==> src/rtl/lsu_mem_master.sv <==
// rtl/lsu_mem_master.sv - load/store initiator with misaligned access splitting
// Purpose: accepts one load/store per handshake from the execute stage, issues a
//   native memory access for aligned requests, or a sequence of byte accesses
//   for misaligned ones (reassembling and extending load data), then returns
//   the result with a one-cycle rsp_valid pulse.
// Ports:
//   clk, rst                      clock, synchronous active-high reset
//   req_valid/req_ready           request handshake (ready only while idle)
//   req_we/req_funct3/req_addr/req_wdata   request fields (RV32I load/store encoding)
//   rsp_valid/rsp_rdata/rsp_err   response pulse, load data, error flag
//   MEMR/MEMW/MEM_Ctrl            memory strobes and access type
//   mem_addr/mem_wdata/mem_rdata  memory address, write data, combinational read data
module lsu_mem_master #(
  parameter int MEM_BYTES        = 4096,
  parameter bit ALLOW_MISALIGNED = 1'b1
) (
  input  logic        clk,
  input  logic        rst,
  input  logic        req_valid,
  output logic        req_ready,
  input  logic        req_we,
  input  logic [2:0]  req_funct3,
  input  logic [31:0] req_addr,
  input  logic [31:0] req_wdata,
  output logic        rsp_valid,
  output logic [31:0] rsp_rdata,
  output logic        rsp_err,
  output logic        MEMR,
  output logic        MEMW,
  output logic [3:0]  MEM_Ctrl,
  output logic [31:0] mem_addr,
  output logic [31:0] mem_wdata,
  input  logic [31:0] mem_rdata
);

  typedef enum logic [1:0] {S_IDLE, S_ACCESS, S_SPLIT, S_RESP} state_t;

  state_t      r_state;
  logic        r_we;
  logic [2:0]  r_funct3;
  logic [31:0] r_addr;
  logic [31:0] r_wdata;
  logic [1:0]  r_cnt;
  logic [1:0]  r_last;
  logic [31:0] r_asm;
  logic        r_req_ready;
  logic        r_rsp_valid;
  logic [31:0] r_rsp_rdata;
  logic        r_rsp_err;
  logic        r_memr;
  logic        r_memw;
  logic [3:0]  r_mem_ctrl;
  logic [31:0] r_mem_addr;
  logic [31:0] r_mem_wdata;

  logic [2:0]  w_size;
  logic [1:0]  w_last;
  logic        w_illegal;
  logic [32:0] w_end;
  logic        w_oor;
  logic        w_misaligned;
  logic [3:0]  w_native;
  logic [1:0]  w_cnt_nx;
  logic [31:0] w_asm_nx;

  assign req_ready = r_req_ready;
  assign rsp_valid = r_rsp_valid;
  assign rsp_rdata = r_rsp_rdata;
  assign rsp_err   = r_rsp_err;
  assign MEMR      = r_memr;
  assign MEMW      = r_memw;
  assign MEM_Ctrl  = r_mem_ctrl;
  assign mem_addr  = r_mem_addr;
  assign mem_wdata = r_mem_wdata;

  // Access size from funct3; illegal encodings get a size too but are rejected anyway.
  always_comb begin
    w_size = 3'd1;
    w_last = 2'd0;
    case (req_funct3[1:0])
      2'd1: begin w_size = 3'd2; w_last = 2'd1; end
      2'd2: begin w_size = 3'd4; w_last = 2'd3; end
      default: ;
    endcase
  end

  assign w_illegal    = req_we ? (req_funct3 >= 3'd3)
                               : (req_funct3 == 3'd3 || req_funct3[2:1] == 2'b11);
  // 33-bit end address so a request near 0xffffffff cannot wrap into range.
  assign w_end        = {1'b0, req_addr} + {30'd0, w_size} - 33'd1;
  assign w_oor        = w_end >= 33'(MEM_BYTES);
  assign w_misaligned = (w_size == 3'd2 && req_addr[0]) ||
                        (w_size == 3'd4 && req_addr[1:0] != 2'b00);

  always_comb begin
    w_native = 4'd0;
    case ({req_we, req_funct3})
      4'b0_000: w_native = 4'd0;
      4'b0_001: w_native = 4'd1;
      4'b0_010: w_native = 4'd2;
      4'b0_100: w_native = 4'd3;
      4'b0_101: w_native = 4'd4;
      4'b1_000: w_native = 4'd5;
      4'b1_001: w_native = 4'd6;
      4'b1_010: w_native = 4'd7;
      default:  w_native = 4'd0;
    endcase
  end

  assign w_cnt_nx = r_cnt + 2'd1;

  // Assembly with the byte returned this cycle merged into lane r_cnt.
  always_comb begin
    w_asm_nx = r_asm;
    w_asm_nx[{r_cnt, 3'b000} +: 8] = mem_rdata[7:0];
  end

  function automatic logic [31:0] extend(input logic [2:0] f3, input logic [31:0] v);
    case (f3)
      3'd0:    return {{24{v[7]}}, v[7:0]};
      3'd1:    return {{16{v[15]}}, v[15:0]};
      3'd4:    return {24'd0, v[7:0]};
      3'd5:    return {16'd0, v[15:0]};
      default: return v;
    endcase
  endfunction

  always_ff @(posedge clk) begin
    if (rst) begin
      r_state     <= S_IDLE;
      r_we        <= 1'b0;
      r_funct3    <= 3'd0;
      r_addr      <= 32'd0;
      r_wdata     <= 32'd0;
      r_cnt       <= 2'd0;
      r_last      <= 2'd0;
      r_asm       <= 32'd0;
      r_req_ready <= 1'b1;
      r_rsp_valid <= 1'b0;
      r_rsp_rdata <= 32'd0;
      r_rsp_err   <= 1'b0;
      r_memr      <= 1'b0;
      r_memw      <= 1'b0;
      r_mem_ctrl  <= 4'd0;
      r_mem_addr  <= 32'd0;
      r_mem_wdata <= 32'd0;
    end else begin
      case (r_state)
        S_IDLE: begin
          if (req_valid && r_req_ready) begin
            r_we        <= req_we;
            r_funct3    <= req_funct3;
            r_addr      <= req_addr;
            r_wdata     <= req_wdata;
            r_last      <= w_last;
            r_cnt       <= 2'd0;
            r_asm       <= 32'd0;
            r_req_ready <= 1'b0;
            r_rsp_rdata <= 32'd0;
            r_rsp_err   <= 1'b0;
            if (w_illegal || w_oor || (w_misaligned && !ALLOW_MISALIGNED)) begin
              r_rsp_err   <= 1'b1;
              r_rsp_valid <= 1'b1;
              r_state     <= S_RESP;
            end else if (w_misaligned) begin
              // First byte of the split sequence is issued straight from the request.
              r_memr      <= !req_we;
              r_memw      <= req_we;
              r_mem_ctrl  <= req_we ? 4'd5 : 4'd3;
              r_mem_addr  <= req_addr;
              r_mem_wdata <= {24'd0, req_wdata[7:0]};
              r_state     <= S_SPLIT;
            end else begin
              r_memr      <= !req_we;
              r_memw      <= req_we;
              r_mem_ctrl  <= w_native;
              r_mem_addr  <= req_addr;
              r_mem_wdata <= req_wdata;
              r_state     <= S_ACCESS;
            end
          end
        end
        S_ACCESS: begin
          r_memr      <= 1'b0;
          r_memw      <= 1'b0;
          if (!r_we) r_rsp_rdata <= mem_rdata;
          r_rsp_valid <= 1'b1;
          r_state     <= S_RESP;
        end
        S_SPLIT: begin
          if (!r_we) r_asm <= w_asm_nx;
          if (r_cnt == r_last) begin
            r_memr      <= 1'b0;
            r_memw      <= 1'b0;
            if (!r_we) r_rsp_rdata <= extend(r_funct3, w_asm_nx);
            r_rsp_valid <= 1'b1;
            r_state     <= S_RESP;
          end else begin
            r_cnt       <= w_cnt_nx;
            r_mem_addr  <= r_addr + {30'd0, w_cnt_nx};
            r_mem_wdata <= {24'd0, r_wdata[{w_cnt_nx, 3'b000} +: 8]};
          end
        end
        S_RESP: begin
          r_rsp_valid <= 1'b0;
          r_req_ready <= 1'b1;
          r_state     <= S_IDLE;
        end
        default: r_state <= S_IDLE;
      endcase
    end
  end

endmodule

==> config.mk <==
export PLATFORM = sky130hd
export DESIGN_NAME = lsu_mem_master
export DESIGN_NICKNAME = d
export VERILOG_FILES = /design/src/rtl/lsu_mem_master.sv
export SDC_FILE = /design/constraint.sdc
export NUM_CORES = 1
export LEC_CHECK = 0
export BUFFER_PORTS_ARGS = -buffer_cell sky130_fd_sc_hd__buf_2
export CORE_ASPECT_RATIO = 0.75
export CORE_MARGIN = 2
export CORE_UTILIZATION = 45
export DETAILED_ROUTE_END_ITERATION = 10
export GPL_ROUTABILITY_DRIVEN = 0
export PLACE_DENSITY = 0.76
export SETUP_SLACK_MARGIN = 0.4
export SYNTH_ARGS = -nofsm -noshare
export SYNTH_HDL_FRONTEND = slang
export SYNTH_SLANG_ARGS = --single-unit
==> constraint.sdc <==
create_clock -name clk -period 4.7 [get_ports clk]
set_input_delay 0.705 -clock clk [delete_from_list [all_inputs] [get_ports clk]]
set_output_delay 0.705 -clock clk [all_outputs]
set_load 0.03 [all_outputs]
==> key figures, run 1 <==
Route
  – DRC violations left: 0
  – Vias per cell: 5.67
  – DR WL/cell: 16.9 microns
  – Vias: 11.8k
  – Post-DRT Antenna Nets: 0
  – TritonRoute pass-1 iters: 5
  – DR iter-0 viols: 1016
  – DRT Wirelength: 35200 microns

Global routing
  – Largest net degree at the start of global routing: 101
  – GRT overflow: 0
  – First-pass GRT wire length: 54500 microns
  – Initial antenna violation count: 4
  – Vias in the first global route: 10.4k
  – Total GRT Usage: 24.3%

Outcome
  – Run status: finished clean

STA
  – Fin. Hold Viols: 0
  – Setup violators final: 0
  – Clk_skew: 0.0163 ns
  – Worst slew pin tran: 1.27 ns
  – Final min period: 4.16 ns
  – Final Max Tran Viols: 0
  – Max frequency: 240 MHz
  – Setup_tns: 0 ns
  – RSZ-0062 raised after global routing: false
  – Worst rel slew slack: 15.1%
  – Final period utilization: 88.6%
  – Setup slack after layout: 0.536 ns

CTS
  – Clock buffer depth: 3
  – H-tree Lvls: 1
  – CTS Buf Count: 23
  – Clock Latency Late Sink: 0.52 ns
  – CTS tree: done
  – Root buf cell: clkbuf_16
  – Clock Pin Slew Worst Setup and Hold Paths: 0.06 ns
  – Clock sink count: 210

Logic synthesis
  – Largest family of logic cells by synthesized area: compound AO/OA/AOI/OAI gates
  – Warnings, synthesis: 0
  – Mapped Cells: 1567
  – Unique masters post-synth: 70
  – EDFF count, synth: 0
  – Leading area contributor after synthesis: dfxtp_1
  – Ys async rst share: 0%
  – Synth Area per Inst: 7.56 sq um
  – Seq cells post-synth: 210
  – Synth Cell Area: 0.0118 sq mm
  – Yosys top cell area share: 35.5%
  – Seq/Total Area, Yosys: 35.5%
  – Post-synth net total: 1723
  – Multiplexer area fraction after synthesis: 2.45%
  – Synth Flop Type: dfxtp_1
  – Simple-Gate Fraction of Synth Area: 20.8%
  – Post-Synth Adder-Cell Area: 5.73%
  – Synth area leaders: dfxtp_1, nand2_1, a21oi_1, ha_1, nor2_1
  – XOR/XNOR Fraction of Synth Area: 3.55%
  – Compound-Gate Fraction of Synth Area: 25.5%

Hold path
  – Worst hold start: req_addr[1]
  – Worst hold path type: input pin to register

Pwr
  – Leak: 5.75 nW
  – Pwr dens: 494 mW/mm^2
  – Peak supply drop: 0.370 mV

Setup path
  – WS Path Type: input pin to register
  – Setup crit start kind: input pin
  – CP max FO: 7
  – Crit path DAT: 4.61 ns
  – WP data required: 5.15 ns
  – Worst Setup SP: req_funct3[0]
  – R2r startpoint: r_cnt[1]
  – Critical path endpoint: MEMW
  – CP endpoint kind: register
  – Worst r2r path cells: 12
  – R2R Setup Slk: 1.15 ns
  – Crit Reg-Reg Endpoint: mem_addr[29]

Floorplan
  – Die Wd: 191 microns
  – Die Ht: 145 microns
  – # IOs: 208
  – Die area: 0.0276 sq mm
  – Initial Util: 45.7%
  – Rows: 51
  – Core box area: 0.0259 sq mm

Layout
  – Cell Count, Final, Fillers Out: 2082
  – Area of the multi-input gates: 0.00700 sq mm
  – Fill cells: 2445
  – Final core occ: 54.4%
  – Area Growth Syn to Fin: 18.9%
  – Most frequent cells in the layout: nand2_1, dfxtp_1, a21oi_1, buf_2, nor2_1
  – FF+latch area: 0.00420 sq mm
  – Commonest non-fill, non-tap cell in the layout: nand2_1
  – Fin nets: 1875
  – Fraction of layout cells with a size suffix above 1: 19.6%
  – Post-layout instance area: 0.0141 sq mm

Place
  – DP HPWL: 24700 microns
  – IO buf count: 206
  – Cells after DPL: 2028
  – DP Area: 0.0131 sq mm
  – Dpl ws: -0.0853 ns

Flow run
  – Maxcap violations: 0
synth_stat cells, types with 4 or more instances:
| cell type | n |
|---|---|
| nand2_1 | 292 |
| dfxtp_1 | 210 |
| a21oi_1 | 207 |
| nor2_1 | 148 |
| clkbuf_1 | 87 |
| inv_1 | 78 |
| ha_1 | 51 |
| o21ai_0 | 49 |
| a22oi_1 | 36 |
| nand3_1 | 35 |
| nor3_1 | 35 |
| a211o_1 | 33 |
| xnor2_1 | 29 |
| a22o_1 | 24 |
| o211ai_1 | 22 |
| a31o_1 | 21 |
| xor2_1 | 19 |
| nor2b_1 | 18 |
| buf_2 | 16 |
| nand4_1 | 16 |
| a31o_2 | 14 |
| mux2i_1 | 11 |
| o21ai_1 | 9 |
| mux4_2 | 8 |
| a21o_1 | 7 |
| a31oi_1 | 7 |
| and3_1 | 7 |
| buf_1 | 6 |
| buf_4 | 5 |
| o21a_1 | 4 |
state kept, by name, indices dropped and copies added, names as in the netlist, 2 cells and up:
name       count
mem_addr      32
mem_wdata     32
r_addr        32
r_asm         32
r_wdata       32
rsp_rdata     32
MEM_Ctrl       3
r_funct3       3
r_cnt          2
r_last         2
r_state        2
worst min-delay path by stage:
stage,endpoint,slack [ns],cells past startpoint
global placement,r_asm[21],0.44,2
global route,r_addr[1],0.43,3
finish,r_addr[1],0.44,3
floorplan,r_asm[7],0.43,2
CTS,r_addr[1],0.42,3
detailed placement,r_asm[21],0.44,2
repair_timing:
action	in CTS	in global routing
hold buffers	0	0
buffers inserted	0	9
resized for setup	0	19
endpoints found under the setup margin	0	69
cells by family after synthesis:
kind of cell    count (synthesis)
compound gates                464
mux                            19
other cells                     1
fa+ha+maj                      53
simple gates                  578
xor+xnor                       48
buf+inv                       194
flops                         210
through the flow:
step / hold slack (ns) / power (mW)
finish: 0.439 / 6.95
global route: 0.431 / 7.33
CTS: 0.424 / 6.91
detailed placement: 0.443 / 5.00
global placement: 0.438 / 4.94
floorplan: 0.432 / 4.21
layer usage:
layer  vias to the layer above  part of all wire, %  global-route usage [%]
li1                       5760                    -                       -
met1                      5504                   47                    35.7
met2                       470                   42                    36.1
met3                        63                  8.7                    4.56
met4                         4                  2.4                    6.64
met5                         -                0.077                       0
critical path: stages:
cell and delay [ns]:
buf_2 0.15, inv_2 0.09, ha_2 0.18, inv_1 0.08, ha_4 0.28, inv_1 0.04
ha_1 0.30, a211oi_2 0.25, o211ai_2 0.17, a311oi_4 0.48, buf_4 0.19, xnor2_1 0.05
or3_1 0.35, nor4_2 0.14, and4b_2 0.31, buf_4 0.14, nand2_2 0.06, or4_4 0.49
o22ai_1 0.15
final cells by class:
cell class,instances,share of cell area [%]
antenna,3,0.0533
clock buffer,31,4.66
clock inverter,10,0.960
inverter,80,2.13
multi-input combinational,1163,49.7
sequential,210,29.9
tap,344,3.06
timing repair buffer,241,9.61
where the power goes:
part / leakage, nW / switching, mW / internal (mW)
clock: 0.390 / 0.759 / 1.14
sequential: 1.70 / 0.191 / 2.06
combinational: 3.65 / 1.87 / 0.926
Power figures use the tool's default switching activity.
==> run 2, diff against run 1 <==
- RECOVER_POWER: unset -> 50
==> run 2 against run 1 <==
  * The flow now finishes with violations (max-capacitance violations, max-slew violations)
  * Die area did not move
  * Register-to-register slack got worse by 0.15 ns
  * Hold slack gained 0.0018 ns
  * Flip-flop and latch count stayed put
  * Worst setup slack lost 0.032 ns
  * Sequential power is essentially flat
  * Wire length rose by 0.28%
  * Cell count unchanged
  * Non-clock buffer count did not move
  * Critical path type unchanged
==> key figures, run 2 (synthesized netlist as in run 1, its figures left out) <==
Outcome
  – Run status: finished, violations left
  – Violated checks: max-capacitance violations, max-slew violations

Floorplan
  – Rows: 51 (unchanged)
  – Die area: 0.0276 sq mm (unchanged)
  – Initial Util: 45.7% (unchanged)
  – Die Ht: 145 microns (unchanged)
  – Die Wd: 191 microns (unchanged)
  – Core box area: 0.0259 sq mm (unchanged)
  – # IOs: 208 (unchanged)

CTS
  – Clock Latency Late Sink: 0.52 ns (about the same)
  – Root buf cell: clkbuf_16
  – Clock buffer depth: 3 (unchanged)
  – CTS Buf Count: 23 (unchanged)
  – Clock sink count: 210 (unchanged)
  – H-tree Lvls: 1 (unchanged)
  – Clock Pin Slew Worst Setup and Hold Paths: 0.06 ns (about the same)
  – CTS tree: done
  – Hold Buf Count CTS: 0 (unchanged)

STA
  – Worst rel slew slack: -36.2% (-51 points)
  – Fin. Hold Viols: 0 (unchanged)
  – Final period utilization: 89.3% (+0.68 points)
  – Worst slew pin tran: 2.04 ns (+0.770 ns)
  – RSZ-0062 raised after global routing: false
  – Setup_tns: 0 ns (unchanged)
  – Max frequency: 238 MHz (-0.76%)
  – Clk_skew: 0.0148 ns (-0.00151 ns)
  – Final min period: 4.20 ns (+0.0320 ns)
  – Final Max Tran Viols: 312 (+312)
  – Setup violators final: 0 (unchanged)
  – Setup slack after layout: 0.504 ns (-0.0320 ns)

Setup path
  – R2R Setup Slk: 1.00 ns (-0.15 ns)
  – Setup crit start kind: input pin
  – Worst r2r path cells: 6 (-6)
  – Crit path DAT: 4.60 ns (about the same)
  – Crit Reg-Reg Endpoint: r_addr[30]
  – R2r startpoint: r_state[0]
  – CP endpoint kind: register
  – CP max FO: 7 (unchanged)
  – WP data required: 5.10 ns (-0.05 ns)
  – WS Path Type: input pin to register

Route
  – DRT Wirelength: 35300 microns (+0.28%)
  – DR WL/cell: 17.0 microns (+0.28%)
  – DRC violations left: 0 (unchanged)
  – Post-DRT Antenna Nets: 0 (unchanged)
  – TritonRoute pass-1 iters: 5 (unchanged)
  – Vias per cell: 5.69 (+0.41%)
  – Vias: 11.8k (+0.41%)
  – DR iter-0 viols: 1135 (+12%)

Layout
  – Cell Count, Final, Fillers Out: 2082 (unchanged)
  – Commonest non-fill, non-tap cell in the layout: nand2_1
  – Final core occ: 53.8% (-0.58 points)
  – Area Growth Syn to Fin: 17.6%
  – Most frequent cells in the layout: nand2_1, dfxtp_1, a21oi_1
  – Fraction of layout cells with a size suffix above 1: 13.5% (-6.1 points)
  – Fin nets: 1875 (unchanged)

Global routing
  – Routing usage on met3: 4.56% (unchanged)
  – Total GRT Usage: 24.3% (unchanged)
  – GRT overflow: 0 (unchanged)
  – Initial antenna violation count: 4 (unchanged)
  – Layer carrying the most global-route usage: met2
  – Met2 Use GR: 36.1% (unchanged)
  – Met1 Resource Use GR: 35.7% (unchanged)
  – First-pass GRT wire length: 54500 microns (unchanged)
  – Largest net degree at the start of global routing: 101 (unchanged)
  – Vias in the first global route: 10.4k (unchanged)

Pwr
  – Flop pwr share: 32.6% (+0.2 points)
  – Switching Share: 40.9% (+0.28 points)
  – Pwr dens: 497 mW/mm^2 (+0.56%)
  – Part of the power in the clock network: 27.5% (about the same)
  – Comb pwr share: 39.8% (-0.5 points)
  – Peak supply drop: 0.367 mV (-0.83%)
  – Sw Pwr: 2.83 mW (+0.17%)
  – Internal: 4.09 mW (-0.97%)
  – Leak: 5.30 nW (-7.9%)

Place
  – DP HPWL: 24700 microns (unchanged)
  – Dpl ws: -0.0853 ns (unchanged)
  – IO buf count: 206 (unchanged)
  – Cells after DPL: 2028 (unchanged)

Hold path
  – Hold path cells: 3 (unchanged)
  – Worst hold path type: input pin to register
  – Worst hold start: req_wdata[6]
  – Hold endpoint: r_wdata[6]

Flow run
  – Maxcap violations: 4 (+4)
==> run 2: power by group through the flow <==
stage	clock (mW)	sequential, mW	combinational (mW)
global placement	0	2.28	2.66
floorplan	0	2.56	1.65
global route	2.01	2.29	3.00
finish	1.91	2.26	2.76
detailed placement	0	2.29	2.71
CTS	1.94	2.25	2.73
==> run 2: cell type report <==
cell class | instances | area [sq um]
antenna | 3 | 7.51
sequential | 210 | 4200
tap | 344 | 430
multi-input combinational | 1163 | 6990
clock buffer | 31 | 656
fill | 2506 | 12000
inverter | 80 | 300
clock inverter | 10 | 135
timing repair buffer | 241 | 1210
==> run 2: per-stage QoR <==
step                      hold WS, ns  cell area [sq um]  power, mW
after global routing            0.431              13900       7.30
after CTS                       0.424              13900       6.91
final                           0.441              13900       6.92
after floorplan                 0.432              11800       4.21
after global placement          0.438              13100       4.94
after detailed placement        0.443              13100       5.00
==> run 2: metal layers <==
metal / vias up / wire length (microns)
li1: 5764 / -
met1: 5496 / 16300
met2: 520 / 14800
met3: 65 / 3280
met4: 4 / 884
met5: - / 27
==> run 2: worst max path at each step <==
stage,startpoint,endpoint,slack (ns)
floorplan,req_funct3[1],MEMW,0.58
global placement,req_funct3[0],mem_wdata[2],0.03
detailed placement,req_funct3[0],mem_wdata[3],-0.09
CTS,req_funct3[0],mem_wdata[3],0.42
global route,req_funct3[1],mem_addr[25],0.32
finish,req_funct3[1],mem_wdata[7],0.50
==> run 2: timing repair <==
action / 4_1_cts / 5_1_grt
setup buffers: 0 / 9
setup endpoints to repair: 0 / 69
gates resized for setup: 0 / 19
==> run 2: worst max-delay path, stage by stage <==
cell and delay (ns):
buf_2 0.11, inv_2 0.09, ha_2 0.20, inv_1 0.05, ha_1 0.27, inv_1 0.06, ha_1 0.18, inv_1 0.06
fa_1 0.36, nand2b_1 0.17, a21oi_2 0.18, o21ai_1 0.13, a31oi_2 0.28, a41oi_2 0.19, o21ai_2 0.20, xor2_2 0.18
and4b_1 0.24, a22oi_4 0.21, buf_12 0.17, buf_2 0.19, nor3_1 0.08, a31o_2 0.29
